==> config.mk <==
export PLATFORM = sky130hd
export DESIGN_NAME = p405s_srm_msk_encode
export DESIGN_NICKNAME = d
export VERILOG_FILES = /design/src/rtl/p405s_srm_msk_encode.sv
export SDC_FILE = /design/constraint.sdc
export NUM_CORES = 1
export LEC_CHECK = 0
export ABC_AREA = 1
export CAP_MARGIN = 20
export CORE_ASPECT_RATIO = 0.8
export CORE_MARGIN = 2
export CORE_UTILIZATION = 50
export DETAILED_ROUTE_END_ITERATION = 6
export PLACE_DENSITY = 0.73
export SLEW_MARGIN = 20
export SYNTH_ARGS = -nofsm -noshare
export SYNTH_HDL_FRONTEND = slang
export SYNTH_SLANG_ARGS = --single-unit
==> constraint.sdc <==
create_clock -name CB -period 4.6 [get_ports CB]
set_input_delay 0.92 -clock CB [delete_from_list [all_inputs] [get_ports CB]]
set_output_delay 0.92 -clock CB [all_outputs]
set_load 0.005 [all_outputs]
==> src/rtl/p405s_srm_msk_encode.sv <==
// rtl/p405s_srm_msk_encode.sv - iterative MB/ME recovery from a 32-bit rotate mask
// Scans 4 bits per cycle over 8 cycles, counting rise/fall edges with wrap-around neighbours.
module p405s_srm_msk_encode (
    input  logic        CB,
    input  logic        resetL,
    input  logic        startReq,
    input  logic        abortReq,
    input  logic [0:31] maskIn,
    output logic        busy,
    output logic        doneVld,
    output logic [0:4]  mbField,
    output logic [0:4]  meField,
    output logic        maskValid,
    output logic        maskAllOnes,
    output logic        maskZero
);

    typedef enum logic [1:0] {
        IDLE = 2'd0,
        SCAN = 2'd1,
        DONE = 2'd2
    } state_t;

    state_t      state;
    state_t      state_nxt;

    logic [0:31] mask_reg;
    logic [2:0]  chunk_cnt;
    logic [1:0]  rise_cnt;
    logic [1:0]  fall_cnt;
    logic [4:0]  mb_acc;
    logic [4:0]  me_acc;
    logic        all_ones_r;
    logic        all_zero_r;

    logic        start_acc;
    logic        scan_last;
    logic [2:0]  chunk_rise;
    logic [2:0]  chunk_fall;
    logic [4:0]  chunk_mb;
    logic [4:0]  chunk_me;
    logic [4:0]  pos;
    logic [4:0]  prv;
    logic [4:0]  nxt;
    logic [2:0]  rise_sum;
    logic [2:0]  fall_sum;
    logic [1:0]  rise_nxt;
    logic [1:0]  fall_nxt;

    assign start_acc = (state == IDLE) && startReq && !abortReq;
    assign scan_last = (state == SCAN) && (chunk_cnt == 3'd7) && !abortReq;

    always_ff @(posedge CB or negedge resetL) begin
        if (!resetL) begin
            state <= IDLE;
        end else begin
            state <= state_nxt;
        end
    end

    always_comb begin
        state_nxt = state;
        case (state)
            IDLE:    if (startReq) state_nxt = SCAN;
            SCAN:    if (chunk_cnt == 3'd7) state_nxt = DONE;
            DONE:    state_nxt = IDLE;
            default: state_nxt = IDLE;
        endcase
        if (abortReq) begin
            state_nxt = IDLE;
        end
    end

    // Edge detection for the current chunk; 5-bit index arithmetic gives the mod-32 wrap.
    always_comb begin
        chunk_rise = 3'd0;
        chunk_fall = 3'd0;
        chunk_mb   = mb_acc;
        chunk_me   = me_acc;
        pos        = 5'd0;
        prv        = 5'd0;
        nxt        = 5'd0;
        for (int j = 0; j < 4; j++) begin
            pos = {chunk_cnt, 2'b00} + 5'(j);
            prv = pos - 5'd1;
            nxt = pos + 5'd1;
            if (mask_reg[pos] && !mask_reg[prv]) begin
                chunk_rise = chunk_rise + 3'd1;
                chunk_mb   = pos;
            end
            if (mask_reg[pos] && !mask_reg[nxt]) begin
                chunk_fall = chunk_fall + 3'd1;
                chunk_me   = pos;
            end
        end
    end

    always_comb begin
        rise_sum = {1'b0, rise_cnt} + chunk_rise;
        fall_sum = {1'b0, fall_cnt} + chunk_fall;
        rise_nxt = (rise_sum >= 3'd2) ? 2'd2 : rise_sum[1:0];
        fall_nxt = (fall_sum >= 3'd2) ? 2'd2 : fall_sum[1:0];
    end

    always_ff @(posedge CB or negedge resetL) begin
        if (!resetL) begin
            mask_reg    <= '0;
            chunk_cnt   <= 3'd0;
            rise_cnt    <= 2'd0;
            fall_cnt    <= 2'd0;
            mb_acc      <= 5'd0;
            me_acc      <= 5'd0;
            all_ones_r  <= 1'b0;
            all_zero_r  <= 1'b0;
            busy        <= 1'b0;
            doneVld     <= 1'b0;
            mbField     <= 5'd0;
            meField     <= 5'd0;
            maskValid   <= 1'b0;
            maskAllOnes <= 1'b0;
            maskZero    <= 1'b0;
        end else begin
            busy    <= (state_nxt != IDLE);
            doneVld <= 1'b0;
            if (abortReq) begin
                mbField     <= 5'd0;
                meField     <= 5'd0;
                maskValid   <= 1'b0;
                maskAllOnes <= 1'b0;
                maskZero    <= 1'b0;
            end else if (start_acc) begin
                mask_reg    <= maskIn;
                chunk_cnt   <= 3'd0;
                rise_cnt    <= 2'd0;
                fall_cnt    <= 2'd0;
                mb_acc      <= 5'd0;
                me_acc      <= 5'd0;
                mbField     <= 5'd0;
                meField     <= 5'd0;
                maskValid   <= 1'b0;
                maskAllOnes <= 1'b0;
                maskZero    <= 1'b0;
            end else if (state == SCAN) begin
                chunk_cnt <= chunk_cnt + 3'd1;
                rise_cnt  <= rise_nxt;
                fall_cnt  <= fall_nxt;
                mb_acc    <= chunk_mb;
                me_acc    <= chunk_me;
                if (chunk_cnt == 3'd0) begin
                    all_ones_r <= &mask_reg;
                    all_zero_r <= ~|mask_reg;
                end
                // Last chunk folds its own edges in via the *_nxt values.
                if (scan_last) begin
                    doneVld <= 1'b1;
                    if (all_ones_r) begin
                        maskValid   <= 1'b1;
                        maskAllOnes <= 1'b1;
                        mbField     <= 5'd0;
                        meField     <= 5'd31;
                    end else if (all_zero_r) begin
                        maskZero    <= 1'b1;
                        maskValid   <= 1'b0;
                        mbField     <= 5'd0;
                        meField     <= 5'd0;
                    end else if (rise_nxt == 2'd1 && fall_nxt == 2'd1) begin
                        maskValid   <= 1'b1;
                        mbField     <= chunk_mb;
                        meField     <= chunk_me;
                    end else begin
                        maskValid   <= 1'b0;
                        mbField     <= 5'd0;
                        meField     <= 5'd0;
                    end
                end
            end
        end
    end

endmodule
# Yosys cells after proc, flatten, opt, wreduce, memory -nomap -nowiden
# Index checks and enable logic that the tools add are counted.
[op_classes]
mux = 101
reduce_logical = 39
bitwise_logic = 13
eq_ne = 5
n_addsub = 19
order_cmp = 13
[ops]
columns = ["operator", "count"]
rows = [
  ["5-bit two-way mux", 26],
  ["6-bit >= comparator (second input constant)", 11],
  ["5-bit inverter with 6-bit output", 11],
  ["1-bit binary-select mux with 5-bit select", 11],
  ["1-bit two-way mux", 46],
  ["32-bit AND reduction", 1],
  ["32-bit OR reduction", 1],
  ["3-bit two-way mux", 8],
  ["3-bit by 1-bit adder with 3-bit output (second input constant)", 7],
  ["5-bit by 1-bit adder with 5-bit output (second input constant)", 4],
  ["5-bit by 1-bit subtractor with 5-bit output (second input constant)", 4],
  ["2-bit two-way mux", 9],
  ["1-bit logical AND", 13],
  ["3-bit nonzero test", 4],
  ["5-bit by 2-bit adder with 5-bit output (second input constant)", 2],
  ["1-bit zero test", 10],
  ["4-bit AND reduction", 2],
  ["2-bit by 3-bit adder with 3-bit output", 2],
  ["2-bit by 1-bit equality test with 1-bit output (second input constant)", 3],
  ["3-bit by 2-bit >= comparator with 1-bit output (second input constant)", 2],
  ["2-bit AND reduction", 3],
  ["2-bit case mux with 2 select lines", 1],
  ["2-bit nonzero test", 2],
  ["3-bit equality test (second input constant)", 1],
  ["5 further kinds", 6],
]
[word_totals]
output_inout_bits = 15
word_cells = 206
reg_bits = 68

# Longest topological paths before layout
[logic_depth]
word_depth = 26
ltp_mapped = 26
ltp_nobuf = 24

# Worst setup path before layout
# OpenSTA, ideal clock, no wires.
[synth_path]
path_kind = "register -> register"
start = "register chunk_cnt[0]"
end = "register meField[0] in the netlist's numbering"
slack_ns = 0.796
period_less_slack_ns = 3.804
setup_time_ns = 0.066
required_ns = 4.534
arrival_time_ns = 3.739
path_stages_with_launch = 27
cell_sequence = "dfrtp_1 -> buf_6 -> inv_4 -> buf_6 -> ha_1 -> inv_1 -> a21oi_1 -> o21ai_0 -> nand3_1 -> o21ai_0 -> nor2_1 -> inv_1 -> ha_1 -> xnor2_1 -> ha_1 -> nand2_1 -> nand2_1 -> fa_1 -> inv_1 -> nand4_1 -> nand2_1 -> nand2_1 -> nand2_1 -> nand4_1 -> o21bai_4 -> nand3_1 -> nand2_1"
[synth_between]
elab_chain_len = 26
elab_cells_between_ends = 109
classes_between = "add/sub: 18; order compare: 2; eq/ne: 3; mux: 54; bitwise: 11; reduce/logical: 21"
[synth_rtl]
columns = ["element", "line", "rtl"]
rows = [
  ["start, declared", "28", "logic [2:0] chunk_cnt;"],
  ["start signal, assigned", "144", "chunk_cnt <= chunk_cnt + 3'd1;"],
  ["5-bit by 1-bit subtractor with 5-bit output or 5-bit by 1-bit adder with 5-bit output (tied branches)", "85, 84, 86", ""],
  ["5-bit inverter with 6-bit output, on equally long branches", "87, 91", ""],
  ["1-bit binary-select mux with 5-bit select, on equally long branches", "87, 91", ""],
  ["1-bit two-way mux, on equally long branches (2 in a row)", "87, 91", ""],
  ["1-bit zero test, on equally long branches", "87, 91", ""],
  ["1-bit logical AND, on equally long branches", "87, 91", ""],
  ["1-bit two-way mux, on equally long branches", "87, 91", ""],
  ["3-bit by 1-bit adder with 3-bit output, on equally long branches", "88, 92", ""],
  ["[... 9 more ...]", "--", ""],
  ["1-bit logical AND", "166", "end else if (rise_nxt == 2'd1 && fall_nxt == 2'd1) begin"],
  ["5-bit two-way mux", "166", ""],
  ["5-bit two-way mux", "161", "end else if (all_zero_r) begin"],
  ["5-bit two-way mux", "156", "if (all_ones_r) begin"],
  ["5-bit two-way mux", "154", "if (scan_last) begin"],
  ["5-bit two-way mux", "143", "end else if (state == SCAN) begin"],
  ["5-bit two-way mux", "131", "end else if (start_acc) begin"],
  ["5-bit two-way mux", "125", "if (abortReq) begin"],
  ["end signal, assigned", "169", "meField <= chunk_me;"],
  ["end, declared", "12", "output logic [0:4] meField,"],
]
# Parallel ways exist; a longest one is shown, timed or not. The select of a mux whose other input is x is not followed.
# A chain may end at the register's enable or synchronous reset.

# Final worst setup path
[layout_path]
start = "register chunk_cnt[1]"
end = "register meField[2] in the netlist's numbering"
# Same word-level chain as after synthesis.

==> impl_metrics.json <==
{
  "via_per_inst": 5.382,
  "async_reset_ff_share_pct": 100.0,
  "syn_inst": 505,
  "drive_gt1_share_pct": 8.750,
  "portBuffers": 50,
  "largest_reg_flops": 32,
  "finalInstanceArea_mm2": 0.004711,
  "holdPathStages": 2,
  "synth-simple-area-share_pct": 28.63,
  "cp.arrival_ps": 4530,
  "synth_area_mm2": 0.003929,
  "dp_cells": 648,
  "die_width_um": 103.1,
  "synth-main-ff-cell": "dfrtp_1",
  "first_global_vias": 3573,
  "critical_path_class": "flop to flop",
  "final_antenna_net_count": 0,
  "clkLatencyLatePin_ps": 350,
  "die_y_um": 83.29,
  "initial_utilization_pct": 52.40,
  "route.detailed.drc": 0,
  "yosysTopAreaCellShare_pct": 43.31,
  "fin_crit_sh_pct": 92.33,
  "maxSlewViolCount": 0,
  "max_cap_viol_count": 0,
  "cp-start-kind": "flop",
  "max_freq_ghz": 0.2354,
  "place_area_mm2": 0.004494,
  "overflow": 0,
  "grt_antenna_before_repair": 0,
  "wirelength_um": 9426,
  "hold_class": "flop to flop",
  "yosys.area_share.adder_pct": 4.841,
  "drt_iter0_drc": 193,
  "synth-xor-area-share_pct": 1.115,
  "synth_compound_area_share_pct": 12.64,
  "skew_ps": 7.370,
  "clockBufferDepth": 2,
  "cp.required_ps": 4890,
  "cts_root_buffer": "clkbuf_8",
  "place_congestion": 0.8791,
  "ys_types": 40,
  "path_clk_slew_ps": 80,
  "power_leakage_nw": 2.305,
  "fin_hold_ws_ps": 488.2,
  "slew_headroom_pct": 41.13,
  "worst_slack_ps": 352.8,
  "synth_common_cells": "147 x nand2_1, 68 x dfrtp_1, 63 x inv_1",
  "synth-edff-count": 0,
  "final_cells": 665,
  "area_delta_synth_final_pct": 19.90,
  "vdd_drop_max_v": 0.0003368,
  "hpwl_um": 7001,
  "ys_ff_latch": 68,
  "synth_mux_area_share_pct": 0.2866,
  "r2r_end": "meField[2]",
  "r2r_slack_ps": 350,
  "synth_area_leaders": "dfrtp_1 43%, nand2_1 14%, o21ai_0 7.5%",
  "seq_area_frac_synth_pct": 43.31,
  "hold_path_end": "meField[0]",
  "nets": 605,
  "crit_fanout": 13,
  "grt_max_degree": 63,
  "power_mw": 3.371,
  "fin_tns_setup_ps": 0,
  "synth.avg_cell_area_um2": 7.780,
  "worstMarginPinSlew_ps": 879.9,
  "reg2reg_from": "chunk_cnt[1]",
  "pre_cts_slack_ps": 205.1,
  "htreeDepth": 3,
  "hold_violations": 0,
  "syn_nets": 555,
  "ios": 51,
  "clock-sinks": 68,
  "fill_cells": 645,
  "p_per_area_mw_per_mm2": 715.5,
  "rows": 28,
  "first_pass_iters": 4,
  "setup_viol": 0,
  "worstSetupEndpointType": "flop",
  "rsz0062_at_grt": "no",
  "finalCriticalPeriod_ps": 4247,
  "synth.most_common_cell": "nand2_1",
  "hold_path_startpoint": "meField[0]",
  "synth_top_family_by_area": "simple AND/OR/NAND/NOR gates",
  "reg2reg_depth": 23,
  "dieArea_mm2": 0.008587,
  "yosysWarnings": 0,
  "cts_tree": "built",
  "dr_total_vias": 3579,
  "grt_pass1_wl_um": 16420,
  "wl_per_cell_um": 14.17,
  "grt_use_total_pct": 23.81,
  "yosysTopAreaCell": "dfrtp_1",
  "cts_made_buffers": 9,
  "n_antenna_cell": 0,
  "startpoint": "chunk_cnt[1]",
  "status": "finished clean",
  "final_util_pct": 62.83,
  "core-area_mm2": 0.007497
}
-- cells by family (layout without fill, tap and decap cells) --
| group | Yosys count | in the layout |
|---|---|---|
| AO/OA/AOI/OAI | 90 | 90 |
| XOR/XNOR | 5 | 5 |
| adder cells (fa/ha/maj) | 14 | 14 |
| buffers and inverters | 85 | 140 |
| flip-flops | 68 | 68 |
| multiplexers | 1 | 1 |
| AND/OR/NAND/NOR | 242 | 242 |
-- power by group --
| group | internal, mW | leakage, nW | switching [mW] |
|---|---|---|---|
| sequential | 0.728 | 0.879 | 0.0978 |
| combinational | 0.754 | 1.33 | 1.31 |
| clock | 0.250 | 0.0962 | 0.234 |
| total | 1.73 | 2.31 | 1.64 |
-- how the worst max path moves through the flow --
stage	cells past startpoint	end
after floorplan	26	meField[0]
after global routing	24	meField[3]
final	23	meField[2]
after CTS	24	meField[2]
after detailed placement	24	meField[2]
after global placement	24	meField[3]
-- area by class of cell --
type / instances / area [um2] / area share (%)
multi-input combinational: 352 / 1889 / 40.11
tap: 105 / 131.4 / 2.789
clock buffer: 10 / 127.6 / 2.709
timing repair buffer: 55 / 533.0 / 11.31
inverter: 69 / 261.5 / 5.551
clock inverter: 6 / 65.06 / 1.381
sequential: 68 / 1703 / 36.15
-- placed cells by master, fill, tap and decap left out, drive strengths merged --
master	netlist	final
nand2	153	153
dfrtp	68	68
inv	68	68
o21ai	62	62
clkdlybuf4s50	0	49
nand3	42	42
nor2	20	20
a21oi	15	15
nor4	15	15
ha	12	12
clkbuf	9	10
nand4	8	8
buf	7	6
clkinv	1	5
xnor2	3	3
o22ai	3	3
o31ai	3	3
nand3b	3	3
xor2	2	2
a22o	2	2
fa	2	2
o21bai	2	2
mux2	1	1
a31oi	1	1
nor3	1	1
o21a	1	1
o41ai	1	1
clkinvlp	0	1
bufinv	0	1
-- layer usage --
layer,global-route usage [%],share of wire (%),up-vias
li1,-,-,1749
met1,34.33,48,1722
met2,36.84,46,93
met3,4.630,4.3,15
met4,5.981,1.4,0
met5,0,0,-
-- critical path, stage by stage (launching register included) --
cell and delay [ps]:
dfrtp_2 460, inv_2 240, ha_4 270, inv_1 120
o21ai_0 100, a21oi_1 110, o21ai_0 110, nor2_2 200
inv_1 70, ha_1 350, xnor2_1 220, ha_1 260
nand2_1 70, nand2_1 70, fa_1 440, inv_1 90
nand4_1 140, nand2_1 120, nand2_1 60, nand2_1 70
nand4_1 180, o21bai_4 260, nand3_1 110, nand2_1 90
-- timing repair --
item	in CTS	in global routing
endpoints found under the setup margin	0	13
endpoints found under the hold margin	0	0
setup buffers	0	1
hold buffers	0	0
resized for setup	0	3
(Power assumes the default switching activity.)
